**src/rtl/uart_pkg.sv**
```systemverilog
// Shared types and constants for the scope serial command link.
package uart_pkg;

    localparam int BAUD_DIV_DEFAULT = 2604;
    localparam int CMD_BYTES        = 3;
    localparam int FRAME_BITS       = 10;

    typedef enum logic [1:0] {
        IDLE,
        BYTE_HI,
        BYTE_MID,
        BYTE_LO
    } cmd_tx_state_t;

    typedef logic [23:0] cmd_t;

endpackage

```
**src/rtl/uart_byte_tx.sv**
```systemverilog
// Single 8N1 byte serialiser; a trmt on the tx_done cycle chains frames
// with no idle gap.
module uart_byte_tx
    import uart_pkg::*;
#(
    parameter int BAUD_DIV = BAUD_DIV_DEFAULT
) (
    input  logic       clk,
    input  logic       rst,
    input  logic [7:0] tx_data,
    input  logic       trmt,
    output logic       TX,
    output logic       tx_done
);

    localparam int BW = (BAUD_DIV > 1) ? $clog2(BAUD_DIV) : 1;
    localparam logic [BW-1:0] BAUD_LAST = BW'(BAUD_DIV - 1);
    localparam logic [3:0]    BIT_LAST  = 4'(FRAME_BITS - 1);

    logic [BW-1:0] baud_cnt;
    logic [3:0]    bit_cnt;
    logic [9:0]    shift;
    logic          active;
    logic          baud_tc;

    assign baud_tc = active && (baud_cnt == BAUD_LAST);
    assign tx_done = baud_tc && (bit_cnt == BIT_LAST);

    // Line is the LSB of the shift register, so TX comes straight off a flop.
    assign TX = shift[0];

    always_ff @(posedge clk) begin
        if (rst) begin
            baud_cnt <= '0;
            bit_cnt  <= '0;
            shift    <= '1;
            active   <= 1'b0;
        end else if (trmt) begin
            baud_cnt <= '0;
            bit_cnt  <= '0;
            shift    <= {1'b1, tx_data, 1'b0};
            active   <= 1'b1;
        end else if (active) begin
            if (baud_tc) begin
                baud_cnt <= '0;
                shift    <= {1'b1, shift[9:1]};
                if (bit_cnt == BIT_LAST) begin
                    bit_cnt <= '0;
                    active  <= 1'b0;
                end else begin
                    bit_cnt <= bit_cnt + 4'd1;
                end
            end else begin
                baud_cnt <= baud_cnt + BW'(1);
            end
        end
    end

endmodule

```
**src/rtl/uart_cmd_tx.sv**
```systemverilog
// 24-bit command transmitter: three back-to-back 8N1 frames, MSB byte
// first, with a sticky completion flag.
module uart_cmd_tx
    import uart_pkg::*;
#(
    parameter int BAUD_DIV = BAUD_DIV_DEFAULT
) (
    input  logic        clk,
    input  logic        rst,
    input  logic [23:0] cmd,
    input  logic        snd_cmd,
    output logic        TX,
    output logic        busy,
    output logic        cmd_cmplt
);

    cmd_tx_state_t state;
    cmd_tx_state_t nxt;
    cmd_t          shadow;
    logic          accept;
    logic          trmt;
    logic          tx_done;
    logic [7:0]    tx_data;

    assign accept = snd_cmd && (state == IDLE);

    always_ff @(posedge clk) begin
        if (rst) state <= IDLE;
        else     state <= nxt;
    end

    always_comb begin
        nxt = state;
        unique case (state)
            IDLE:     if (accept)  nxt = BYTE_HI;
            BYTE_HI:  if (tx_done) nxt = BYTE_MID;
            BYTE_MID: if (tx_done) nxt = BYTE_LO;
            BYTE_LO:  if (tx_done) nxt = IDLE;
            default:               nxt = IDLE;
        endcase
    end

    // The first byte is taken from cmd directly so its start bit lands
    // on the cycle after acceptance; later bytes come from the shadow.
    always_comb begin
        busy    = 1'b1;
        trmt    = 1'b0;
        tx_data = 8'h00;
        unique case (state)
            IDLE: begin
                busy    = 1'b0;
                trmt    = accept;
                tx_data = cmd[23:16];
            end
            BYTE_HI: begin
                trmt    = tx_done;
                tx_data = shadow[15:8];
            end
            BYTE_MID: begin
                trmt    = tx_done;
                tx_data = shadow[7:0];
            end
            BYTE_LO: begin
                trmt    = 1'b0;
                tx_data = 8'h00;
            end
            default: begin
                busy    = 1'b0;
                trmt    = 1'b0;
                tx_data = 8'h00;
            end
        endcase
    end

    always_ff @(posedge clk) begin
        if (rst) begin
            shadow    <= '0;
            cmd_cmplt <= 1'b0;
        end else if (accept) begin
            shadow    <= cmd;
            cmd_cmplt <= 1'b0;
        end else if (state == BYTE_LO && tx_done) begin
            cmd_cmplt <= 1'b1;
        end
    end

    uart_byte_tx #(
        .BAUD_DIV(BAUD_DIV)
    ) u_byte_tx (
        .clk    (clk),
        .rst    (rst),
        .tx_data(tx_data),
        .trmt   (trmt),
        .TX     (TX),
        .tx_done(tx_done)
    );

endmodule

```
**config.mk**
```make
export PLATFORM = sky130hd
export DESIGN_NAME = uart_cmd_tx
export DESIGN_NICKNAME = d
export VERILOG_FILES = /design/src/rtl/uart_pkg.sv /design/src/rtl/uart_byte_tx.sv /design/src/rtl/uart_cmd_tx.sv
export SDC_FILE = /design/constraint.sdc
export NUM_CORES = 1
export LEC_CHECK = 0
export ABC_AREA = 1
export CORE_UTILIZATION = 55
export DETAILED_ROUTE_END_ITERATION = 8
export PLACE_DENSITY = 0.79
export SLEW_MARGIN = 25
export SYNTH_ARGS = -nofsm -noshare
export SYNTH_HDL_FRONTEND = slang
export SYNTH_SLANG_ARGS = --single-unit
```
**constraint.sdc**
```tcl
create_clock -name clk -period 2.2 [get_ports clk]
set_clock_uncertainty 0.1 [all_clocks]
set_input_delay 0.55 -clock clk [delete_from_list [all_inputs] [get_ports clk]]
set_output_delay 0.55 -clock clk [all_outputs]
set_load 0.02 [all_outputs]
```
==> reports/qor.yml <==
outcome:
  status: "finished, final reports clean"
synth:
  synth_area_mm2: 0.00234
  synth_cell_types: 35
  netlist_instances: 320
  synth_top_area_cell: "dfxtp_1"
  ys_top_cells_by_area: "dfxtp_1 38%, nand2_1 8.0%, nand3_1 7.5%"
  synth_top_area_share_pct: 38.5
  synthXorXnorAreaFrac_pct: 1.50
  synth_warnings: 0
  synth_top_family_by_area: "simple AND/OR/NAND/NOR gates"
  synth.area.mux_share_pct: 3.42
  ys_ff_latch: 45
  synth_area_per_cell_um2: 7.32
  yosys.area_share.simple_pct: 34.6
  yosysSeqAreaShare_pct: 38.5
  syn_nets: 353
  yosys.area_share.adder_pct: 3.21
  synth-compound-area-share_pct: 10.1
worst_setup_path:
  crit_path_end_kind: "output port"
  cp-start-kind: "flop"
  path_max_fanout: 4
  cp.arrival_ps: 1380
  r2r_slack_ps: 230
  path_class: "reg2out"
  required_ps: 1550
final_layout:
  final_common_cell: "nand2_1"
  n_antenna_cell: 0
  final_layout_size_suffix_gt1_share_pct: 10.2
  postLayoutCoreUtil_pct: 68.9
  layout_common_cells: "50 x nand2_1, 45 x nor2_1, 45 x dfxtp_1, 35 x nand3_1, 31 x inv_1"
  synthToLayoutAreaGrowth_pct: 19.3
  nets: 385
sta:
  worst_pin_slew_ps: 360
  finalSetupTns_ps: 0
  post-route-min-period_ps: 2030
  fin_crit_sh_pct: 92.5
  setup_violations: 0
  maxSlewViolCount: 0
  timing.hold.ws_ps: 349
  slew_headroom_pct: 75.9
  max_freq_mhz: 492
  rsz0062_at_grt: "no"
  hold_violations: 0
floorplanning:
  initial_core_util_pct: 57.7
  coreArea_mm2: 0.00406
  die_x_um: 67.2
  die_area_mm2: 0.00452
  rows: 23
  dieHeight_um: 67.2
  io_pins: 30
cts:
  cts_max_path_buffers: 2
  cts_buffers: 5
  cts_root_buf: "clkbuf_8"
  clkLatencyLatePin_ps: 310
  tritoncts: "done"
  clock-sinks: 45
  cts-htree-levels: 2
  clk_pin_slew_worst_paths_ps: 90
routing:
  drt-total-wl_um: 5000
  drc: 0
  num_vias: 2174
  drt-pass1-iter-count: 4
  dr.first_iter.drc_count: 175
  antenna_left: 0
  vias_per_cell: 5.39
  wl_per_cell_um: 12.4
min_path:
  hp-class: "reg2reg"
grt:
  grt_pass1_vias: 1914
  grt_max_degree: 25
  grt_use_total_pct: 25.0
  antenna_found_initial: 0
  grt_pass1_wl_um: 8470
  overflow: 0
placement:
  numPortBuffers: 29
  dp_hpwl_um: 3700
  globalplace.congestion: 0.830
job:
  drv_cap: 0
power:
  p_leak_uw: 0.00121
  power_density_mw_per_mm2: 915
  vdd_drop_max_uv: 490
## sequential cells by signal (all words and copies together) (netlist names)
signal	count
cmd_cmplt	1
u_byte_tx.shift	9
u_byte_tx.active	1
u_byte_tx.bit_cnt	4
state	2
shadow	16
u_byte_tx.baud_cnt	12
## report_power, final
part	switching (µW)	internal, µW	leakage, µW	total, µW
Clock	303	229	0.0000447	533
Sequential	98.0	986	0.000368	1080
Combinational	539	399	0.000797	938
Total	940	1610	0.00121	2560
## repair_timing
action                                  CTS  global route
hold buffers                              0             0
endpoints found under the setup margin    1             0
resized for setup                         1             0
endpoints found under the hold margin     0             0
buffers inserted                          0             0
## cell families (layout without fill, tap and decap cells)
group / after synthesis / count (layout)
and+or+nand+nor: 163 / 163
AOI/OAI and AO/OA: 46 / 46
buffers and inverters: 48 / 81
xor gates and xnor gates: 4 / 4
DFF: 45 / 45
adders and majority gates: 6 / 6
muxes: 8 / 8
## critical path, stage by stage, from the launching register on
cell,delay (ps)
dfxtp_1,390
inv_1,100
ha_1,210
inv_1,60
dlygate4sd2_1,320
## worst paths after layout
path / start / end / cells after the start
setup / recovery: state[0]$_SDFFE_PP0P_ / busy / 4
hold reg to reg: shadow[3]$_SDFFE_PP0P_ / shadow[3]$_SDFFE_PP0P_ / 2
setup reg to reg: u_byte_tx.baud_cnt[0]$_SDFFE_PP0P_ / u_byte_tx.baud_cnt[0]$_SDFFE_PP0P_ / 8
hold / removal: shadow[3]$_SDFFE_PP0P_ / shadow[3]$_SDFFE_PP0P_ / 2
## routing by layer
layer	up-vias	part of all wire [%]	global-route usage, %
li1	1117	-	-
met1	992	46	30.5
met2	58	49	42.4
met3	7	4.4	5.57
met4	0	1.5	9.84
met5	-	0	0
## area by class of cell
class                           count  area (µm²)
Clock buffer                        5        68.8
Clock inverter                      3        25.0
Fill cell                         352        1260
Inverter                           35         131
Multi-Input combinational cell    227        1240
Sequential cell                    45         901
Tap cell                           50        62.6
Timing Repair Buffer               38         369
## cell usage after synthesis
cell      number
inv_2          4
nand3b_1       2
dfxtp_1       45
nand2_4        2
inv_1         31
nor2_8         1
nand3_1       35
mux2i_1        8
a31o_2         1
nor3_2         1
nor3_4         1
nand3_4        1
nor4_1         1
nand4_2        1
nand3b_2       1
nor3_1         5
nor2_1        45
a31oi_1        1
o21ai_0       28
ha_1           6
a21oi_1       14
o21ai_1        1
xnor2_1        1
buf_2          4
buf_6          2
nand4_4        1
nand2_2        2
o22ai_1        1
buf_4          1
nor2_2         1
nand2_1       50
nand4_1       11
xor2_1         3
or2_2          2
clkbuf_1       6
## per-stage QoR
step           instance area (µm²)  total power [µW]  setup WS [ps]  cells
6_report                      2790              2560            166    403
4_1_cts                       2790              2570            145    403
3_3_place_gp                  2700              2010            252    395
3_5_place_dp                  2700              2040            208    395
2_1_floorplan                 2340              1760            446    320
5_1_grt                       2790              2740           71.5    403
Note: power is estimated with default switching activity, not from simulation.
